File: src/rtl/booth4_digit_accumulator_pkg.sv
// Shared definitions for the radix-16 Booth multiplier datapath:
// operand/product widths, accumulator FSM states and the digit record
// passed from the digit encoder to the digit accumulator.
package booth4_digit_accumulator_pkg;

    localparam int XLEN = 64;
    localparam int NDIG = 16;
    localparam int PW   = 128;

    typedef enum logic [1:0] {
        ST_IDLE  = 2'd0,
        ST_ACCUM = 2'd1,
        ST_DONE  = 2'd2
    } state_e;

    typedef struct packed {
        logic       neg;
        logic [3:0] weight;
    } booth_digit_t;

    // Signed digit value: neg ? -(weight+1) : weight, range -16..15.
    function automatic logic signed [5:0] digit_value(input logic neg, input logic [3:0] weight);
        logic signed [5:0] w;
        w = signed'({2'b00, weight});
        return neg ? -(w + 6'sd1) : w;
    endfunction

endpackage

File: src/rtl/booth4_digit_accumulator_decode.sv
// Booth digit decoder: turns one (neg, weight) digit into the exact signed
// multiple d*M of the multiplicand. Purely combinational.
module booth4_digit_decode #(
    parameter int XLEN = booth4_digit_accumulator_pkg::XLEN
) (
    input  logic                   neg,
    input  logic [3:0]             weight,
    input  logic signed [XLEN-1:0] mcand,
    output logic signed [XLEN+4:0] multiple
);
    import booth4_digit_accumulator_pkg::*;

    logic signed [5:0]      d;
    logic signed [XLEN+4:0] m_ext;
    logic signed [XLEN+4:0] d_ext;

    // |d*M| <= 16*2^(XLEN-1), so XLEN+5 signed bits hold the product exactly.
    always_comb begin
        d        = digit_value(neg, weight);
        m_ext    = {{5{mcand[XLEN-1]}}, mcand};
        d_ext    = {{(XLEN-1){d[5]}}, d};
        multiple = m_ext * d_ext;
    end

endmodule

File: src/rtl/booth4_digit_accumulator.sv
// Radix-16 Booth digit accumulator: latches a multiplicand, then consumes
// NDIG signed digits (least significant first), adding d_i*M*16^i into a
// PW-bit accumulator, and presents the product with a valid/ready handshake.
module booth4_digit_accumulator #(
    parameter int XLEN = booth4_digit_accumulator_pkg::XLEN,
    parameter int NDIG = booth4_digit_accumulator_pkg::NDIG,
    parameter int PW   = booth4_digit_accumulator_pkg::PW
) (
    input  logic                   clock,
    input  logic                   reset,
    input  logic                   io_start_valid,
    output logic                   io_start_ready,
    input  logic signed [XLEN-1:0] io_mcand,
    input  logic                   io_dig_valid,
    output logic                   io_dig_ready,
    input  logic                   io_neg,
    input  logic [3:0]             io_weight,
    output logic                   io_out_valid,
    input  logic                   io_out_ready,
    output logic [PW-1:0]          io_prod,
    input  logic                   io_flush
);
    import booth4_digit_accumulator_pkg::*;

    localparam int             IW       = (NDIG > 1) ? $clog2(NDIG) : 1;
    localparam logic [IW-1:0]  LAST_IDX = IW'(NDIG - 1);

    state_e                 state;
    logic signed [XLEN-1:0] mcand_q;
    logic [PW-1:0]          acc;
    logic [IW-1:0]          idx;
    booth_digit_t           dig;
    logic signed [XLEN+4:0] multiple;
    logic [PW-1:0]          pp_ext;
    logic [PW-1:0]          pp_shift;

    assign dig = '{neg: io_neg, weight: io_weight};

    booth4_digit_decode #(
        .XLEN (XLEN)
    ) u_decode (
        .neg      (dig.neg),
        .weight   (dig.weight),
        .mcand    (mcand_q),
        .multiple (multiple)
    );

    // Sign-extend the digit multiple to product width and align it to the
    // current digit position (4 bits per radix-16 digit).
    always_comb begin
        pp_ext   = {{(PW-XLEN-5){multiple[XLEN+4]}}, multiple};
        pp_shift = pp_ext << {idx, 2'b00};
    end

    assign io_start_ready = (state == ST_IDLE);
    assign io_dig_ready   = (state == ST_ACCUM);
    assign io_out_valid   = (state == ST_DONE);
    assign io_prod        = acc;

    // Operation FSM with accumulator and digit index; flush overrides all.
    always_ff @(posedge clock or posedge reset) begin
        if (reset) begin
            state   <= ST_IDLE;
            acc     <= '0;
            idx     <= '0;
            mcand_q <= '0;
        end else if (io_flush) begin
            state <= ST_IDLE;
            acc   <= '0;
            idx   <= '0;
        end else begin
            case (state)
                ST_IDLE: begin
                    if (io_start_valid) begin
                        mcand_q <= io_mcand;
                        acc     <= '0;
                        idx     <= '0;
                        state   <= ST_ACCUM;
                    end
                end
                ST_ACCUM: begin
                    if (io_dig_valid) begin
                        acc <= acc + pp_shift;
                        idx <= idx + 1'b1;
                        if (idx == LAST_IDX) begin
                            state <= ST_DONE;
                        end
                    end
                end
                ST_DONE: begin
                    if (io_out_ready) begin
                        state <= ST_IDLE;
                    end
                end
                default: state <= ST_IDLE;
            endcase
        end
    end

endmodule
File: config.mk
export PLATFORM = sky130hd
export DESIGN_NAME = booth4_digit_accumulator
export DESIGN_NICKNAME = d
export VERILOG_FILES = /design/src/rtl/booth4_digit_accumulator_pkg.sv /design/src/rtl/booth4_digit_accumulator_decode.sv /design/src/rtl/booth4_digit_accumulator.sv
export SDC_FILE = /design/constraint.sdc
export NUM_CORES = 2
export LEC_CHECK = 0
export CAP_MARGIN = 20
export CELL_PAD_IN_SITES_DETAIL_PLACEMENT = 1
export CELL_PAD_IN_SITES_GLOBAL_PLACEMENT = 1
export CORE_MARGIN = 3
export CORE_UTILIZATION = 40
export CTS_BUF_LIST = sky130_fd_sc_hd__clkbuf_8
export CTS_CLUSTER_DIAMETER = 100
export CTS_CLUSTER_SIZE = 30
export DETAILED_ROUTE_END_ITERATION = 8
export PLACE_DENSITY = 0.71
export SYNTH_ARGS = -nofsm -noshare
export SYNTH_HDL_FRONTEND = slang
export SYNTH_SLANG_ARGS = --single-unit
File: constraint.sdc
create_clock -name clock -period 15.1 [get_ports clock]
set_input_delay 2.265 -clock clock [delete_from_list [all_inputs] [get_ports clock]]
set_output_delay 2.265 -clock clock [all_outputs]
set_load 0.02 [all_outputs]
Word level (Yosys, flattened, before mapping)
Index checks and enable logic that the tools add are counted.
- memories kept: 0
- flip-flop bits (word level): 198
- output and inout port bits: 131
- bits in latches: 0
- logic and storage cells: 38
- bits in writable memories: 0
- bits in read-only memories: 0
- input bits: 75
- reductions and logical operators: 5
- multiplexer cells: 15
- shifts and indexed selects: 1
- add/subtract/negate cells: 4
- $mul: 1
- bitwise gates (word level): 1
- equal/unequal tests: 7
- divide/modulo/power cells: 0
- $lt $le $gt $ge: 0
- operator list (cell ; count):
    $mux 128 ; 3
    $pmux 128 s2 ; 1
    $add 128x128->128 ; 1
    $shl 128x6->128 ; 1
    $mul 64x6->69 ; 1
    $mux 4 ; 3
    $mux 2 ; 5
    $pmux 4 s2 ; 1
    $mux 6 ; 1
    $ne 3x1->1 const B ; 2
    $ne 3x2->1 const B ; 2
    $neg 6->6 ; 1
    $pmux 2 s3 ; 1
    $reduce_and 3->1 ; 2
    $add 4x1->5 const B ; 1
    $add 4x1->4 const B ; 1
    $eq 4x4->1 const B ; 1
    $reduce_and 4->1 ; 1
    $reduce_bool 3->1 ; 1
    $eq 2x1->1 const B ; 1
    $eq 2x2->1 const B ; 1
    $logic_not 2->1 ; 1
    $not 1->1 ; 1

Logic depth before layout (Yosys ltp)
- depth after elaboration: 9
- mapped depth: 46
- mapped depth without buffers: 42

Modules after synthesis
A second synthesis with hierarchy kept.
- cell total of the unflattened synthesis: 3872
- area total of the unflattened synthesis: 31969.4 um^2
- modules (own cells, without submodules) (module ; cells each ; instances ; area each (um^2) ; seq. area each (um^2)):
    booth4_digit_accumulator ; 2531 ; 1 ; 19466.2 ; 4954.8
    booth4_digit_decode ; 1341 ; 1 ; 12503.2 ; 0.0

Worst setup path before layout
OpenSTA, ideal clock, no wires.
- path type: input to register
- from: input io_weight[0]
- to: register acc[127], in the netlist io_prod[127]
- data required time: 14973 ps
- stages on the path: 42
- path slack: 2798 ps
- setup time: 127 ps
- data arrival time: 12175 ps
- path buffers: 2
- cell sequence: ha_1 > or2_1 > a21o_1 > and4b_1 > a2111oi_4 > clkbuf_1 > clkbuf_1 > nand2b_1 > fa_1 > fa_1 > inv_1 > fa_1 > inv_1 > fa_1 > inv_1 > ha_1 > a211oi_1 > o21ai_1 > [6 not listed] > inv_1 > mux4_2 > mux2i_1 > mux2i_1 > ha_1 > and4_1 > nand4_1 > or4_1 > or2_1 > nor2_1 > o2111ai_1 > a2111oi_1 > o21ai_1 > a31oi_2 > a221oi_1 > xnor2_1 > a21oi_1 > o22ai_1
- cells in the longest elaborated chain, start to end: 9
- ends and longest elaborated chain (element ; RTL line ; RTL):
    start, declared ; booth4_digit_accumulator.sv:17 ; input logic [3:0] io_weight,
    $add 4x1->5 ; booth4_digit_accumulator_pkg.sv:25 ; return neg ? -(w + 6'sd1) : w;
    $neg 6->6 ; booth4_digit_accumulator_pkg.sv:25 ;
    $mux 6 (*) ; booth4_digit_accumulator_pkg.sv:25 ;
    $mul 64x6->69 (*) ; booth4_digit_accumulator_decode.sv:22 ; multiple = m_ext * d_ext;
    $shl 128x6->128 (*) ; booth4_digit_accumulator.sv:52 ; pp_shift = pp_ext << {idx, 2'b00};
    $add 128x128->128 (*) ; booth4_digit_accumulator.sv:83 ; acc <= acc + pp_shift;
    $mux 128 (*) ; booth4_digit_accumulator.sv:82 ; if (io_dig_valid) begin
    $pmux 128 s2 (*) ; booth4_digit_accumulator.sv:72 ; case (state)
    $mux 128 (*) ; booth4_digit_accumulator.sv:67 ; end else if (io_flush) begin
    end signal, assigned ; booth4_digit_accumulator.sv:83 ;
    end, declared ; booth4_digit_accumulator.sv:30 ; logic [PW-1:0] acc;
Mark *: on every way between the ends. The rest lies on a longest branch, timed or not. The select of a mux whose other input is x is not followed.
A chain may end at the register's enable or synchronous reset.

Worst setup path after layout
Ends and elaborated chain as after synthesis.

==> metrics <==
crit share post-route=94.2%; GRT Total Usage=between 20% and 30%; mux contribution to synthesized area=just under 6%; grt total ovfl=0; Async S/R FF share, synth=between 90% and 100%; status=complete, no violations; fmax=70.3 MHz; critical path's slowest cell=clkdlybuf4s50_1; CP max FO=34; Area growth, synth to finish=10.5%; RePlAce Congestion=about 0.97; worst hold path type=reg -> reg; hold buffer count at CTS=0; final setup fails=0; Post-CTS Setup Bufs=0; crit path capture type=flip-flop; Starting Density=40.8%; Clock Skew=between 0.04 and 0.05 ns; XOR/XNOR share of the synthesized area=under 10%; Cells after Synth=3997; unrepaired setup endpoints after global routing=no; clock root cell=clkbuf_8; hold path start=io_prod[22]; core box area=78200 um^2; WHS Path Cells=2; Final Hold Fails=0; Max Slew Vio Count=0; worst setup path class=in -> reg; syn avg cell area=approximately 8 um^2; reg2reg start=mcand_q[0]; top post-synthesis cells by count=nand2_1 (534), inv_1 (356), a21oi_1 (320), o21ai_0 (284), nor2_1 (278); drt pass-1 iters=6; Total Neg Setup Slack=0 ns; Post-Route WL=115000 um; Starting DRT DRC Count=1824; max_slew headroom=34.7%; via/cell ratio=between 5 and 6; crit path launch=io_weight[0]; number of flops mapped to enable cells by yosys=0; first-pass GRT wire length=181000 um; max-cap viol count=0; Detailed Place HPWL=between 90000 and 100000 um; count of cell types in the netlist=100; Reg2Reg Depth=36; top-count cell post-synth=nand2_1; TritonCTS Buffers=17; Synth warnings=0; die width=roughly 290 um; Yosys reg bits=198; Sink Count=198; initial antenna violation count=3; antenna-violating nets left=0; register area share after synthesis=roughly 16%; post-synthesis compound-gate area fraction=21.4%; largest family of logic cells by synthesized area=adder cells; CTS tree=done; crit path DAT=approximately 15 ns; WL/cell=~22 um; Worst-Skew Late Latency=0.65 ns; die area=83200 um^2; Adder-Cell Fraction of Synth Area=27.0%; largest net degree at the start of global routing=90; vias after detailed routing=just under 30000; top cell type's share of synthesized area=16.1%; maximum clock insertion buffer count=2; Critical Path RT=15.64 ns; post-layout min period=roughly 14 ns; die height=288 um; post-cts repair resize count=0; startpoint types=input pin; net count after synthesis=4606; Synth Flop Type=dfrtp_1; DRC Markers=0; nets=4668; Max stage delay on crit path=around 0.73 ns; worst slew pin tran=roughly 1 ns; simple-gate share of the synthesized area=a little under a fifth; CTS H-tree lvls=4; I/O pin cnt=206; number of global-route vias before repair=between 30000 and 40000; Worst-path clk slew=0.12 ns; Port Buffers=about 210; mapped cell area=31900 um^2; fraction of layout cells with a size suffix above 1=5.48%; Site Rows=102; Synth area leaders=fa_1 (16%), dfrtp_1 (16%), ha_1 (11%); cell taking the most area after synthesis=fa_1
## registers in the layout, summed over array words and instances (netlist names)
name	count
io_prod	128
idx	4
state	2
mcand_q	64
## stage by stage
step	cell area [um^2]	hold WS (ns)	setup slack, ns	utilization [%]	std cells
finish	35300	0.533	0.870	45.1	5115
global route	35300	0.558	0.0970	45.1	5113
CTS	35300	0.540	1.04	45.1	5112
detailed placement	34900	0.509	0.384	44.6	5080
global placement	34900	0.507	0.477	44.6	5080
floorplan	31900	0.551	2.80	-	3997
## kinds of logic (layout without fill, tap and decap cells)
group / after synthesis / count (layout)
AO/OA/AOI/OAI: 1081 / 1081
XOR/XNOR: 191 / 191
flip-flops: 198 / 198
buffers and inverters: 562 / 637
AND/OR/NAND/NOR: 1258 / 1258
adder cells (fa/ha/maj): 534 / 534
other: 0 / 3
multiplexers: 173 / 173
## final cells by class
class,instances,area [um^2]
diodes,3,7.51
multi-input cells,3237,24900
well taps,1040,1300
flip-flops and latches,198,4960
clock inverters,13,128
clock buffers,19,262
inverters,359,1360
fillers,9452,43000
repair buffers,246,2370
## path summary, 6_finish.rpt
path	endpoint	slack, ns
worst min register to register	io_prod[22]	0.53
min in group asynchronous	mcand_q[1]	2.09
worst min-delay path	io_prod[22]	0.53
worst max-delay path	io_prod[127]	0.87
worst max register to register	io_prod[127]	3.96
max in group asynchronous	idx[0]	11.56
## critical path, delay by kind of cell
family,cells,cell delay (ns)
buf+inv,6,1.34
fa+ha+maj,7,3.24
xor+xnor,2,0.41
mux,2,1.07
simple gates,7,1.70
compound gates,19,4.69
## per-layer routing
layer	GRT usage [%]	vias up	routed length, um
met5	0	-	14
met4	7.74	2	2800
met3	3.69	137	4960
met2	45.9	631	54200
met1	37.7	14922	52500
li1	-	13871	-
## cell usage in the layout, fill, tap and decap left out, drive strengths merged, types with 21 or more instances in the layout
cell | Yosys | final
a211oi | 34 | 34
a21o | 112 | 112
a21oi | 320 | 320
a31oi | 50 | 50
and2 | 113 | 113
and3 | 29 | 29
buf | 28 | 41
clkdlybuf4s50 | 0 | 205
dfrtp | 198 | 198
fa | 257 | 257
ha | 277 | 277
inv | 358 | 367
mux2 | 88 | 88
mux2i | 82 | 82
nand2 | 534 | 534
nand3 | 50 | 50
nand4 | 51 | 51
nor2 | 278 | 278
nor2b | 78 | 78
nor3 | 37 | 37
o21a | 32 | 32
o21ai | 295 | 295
o21bai | 41 | 41
o31ai | 21 | 21
xnor2 | 114 | 114
xor2 | 77 | 77
Power is not shown: default switching activity piles up to over one toggle a cycle in this logic, so the estimate is an artifact.
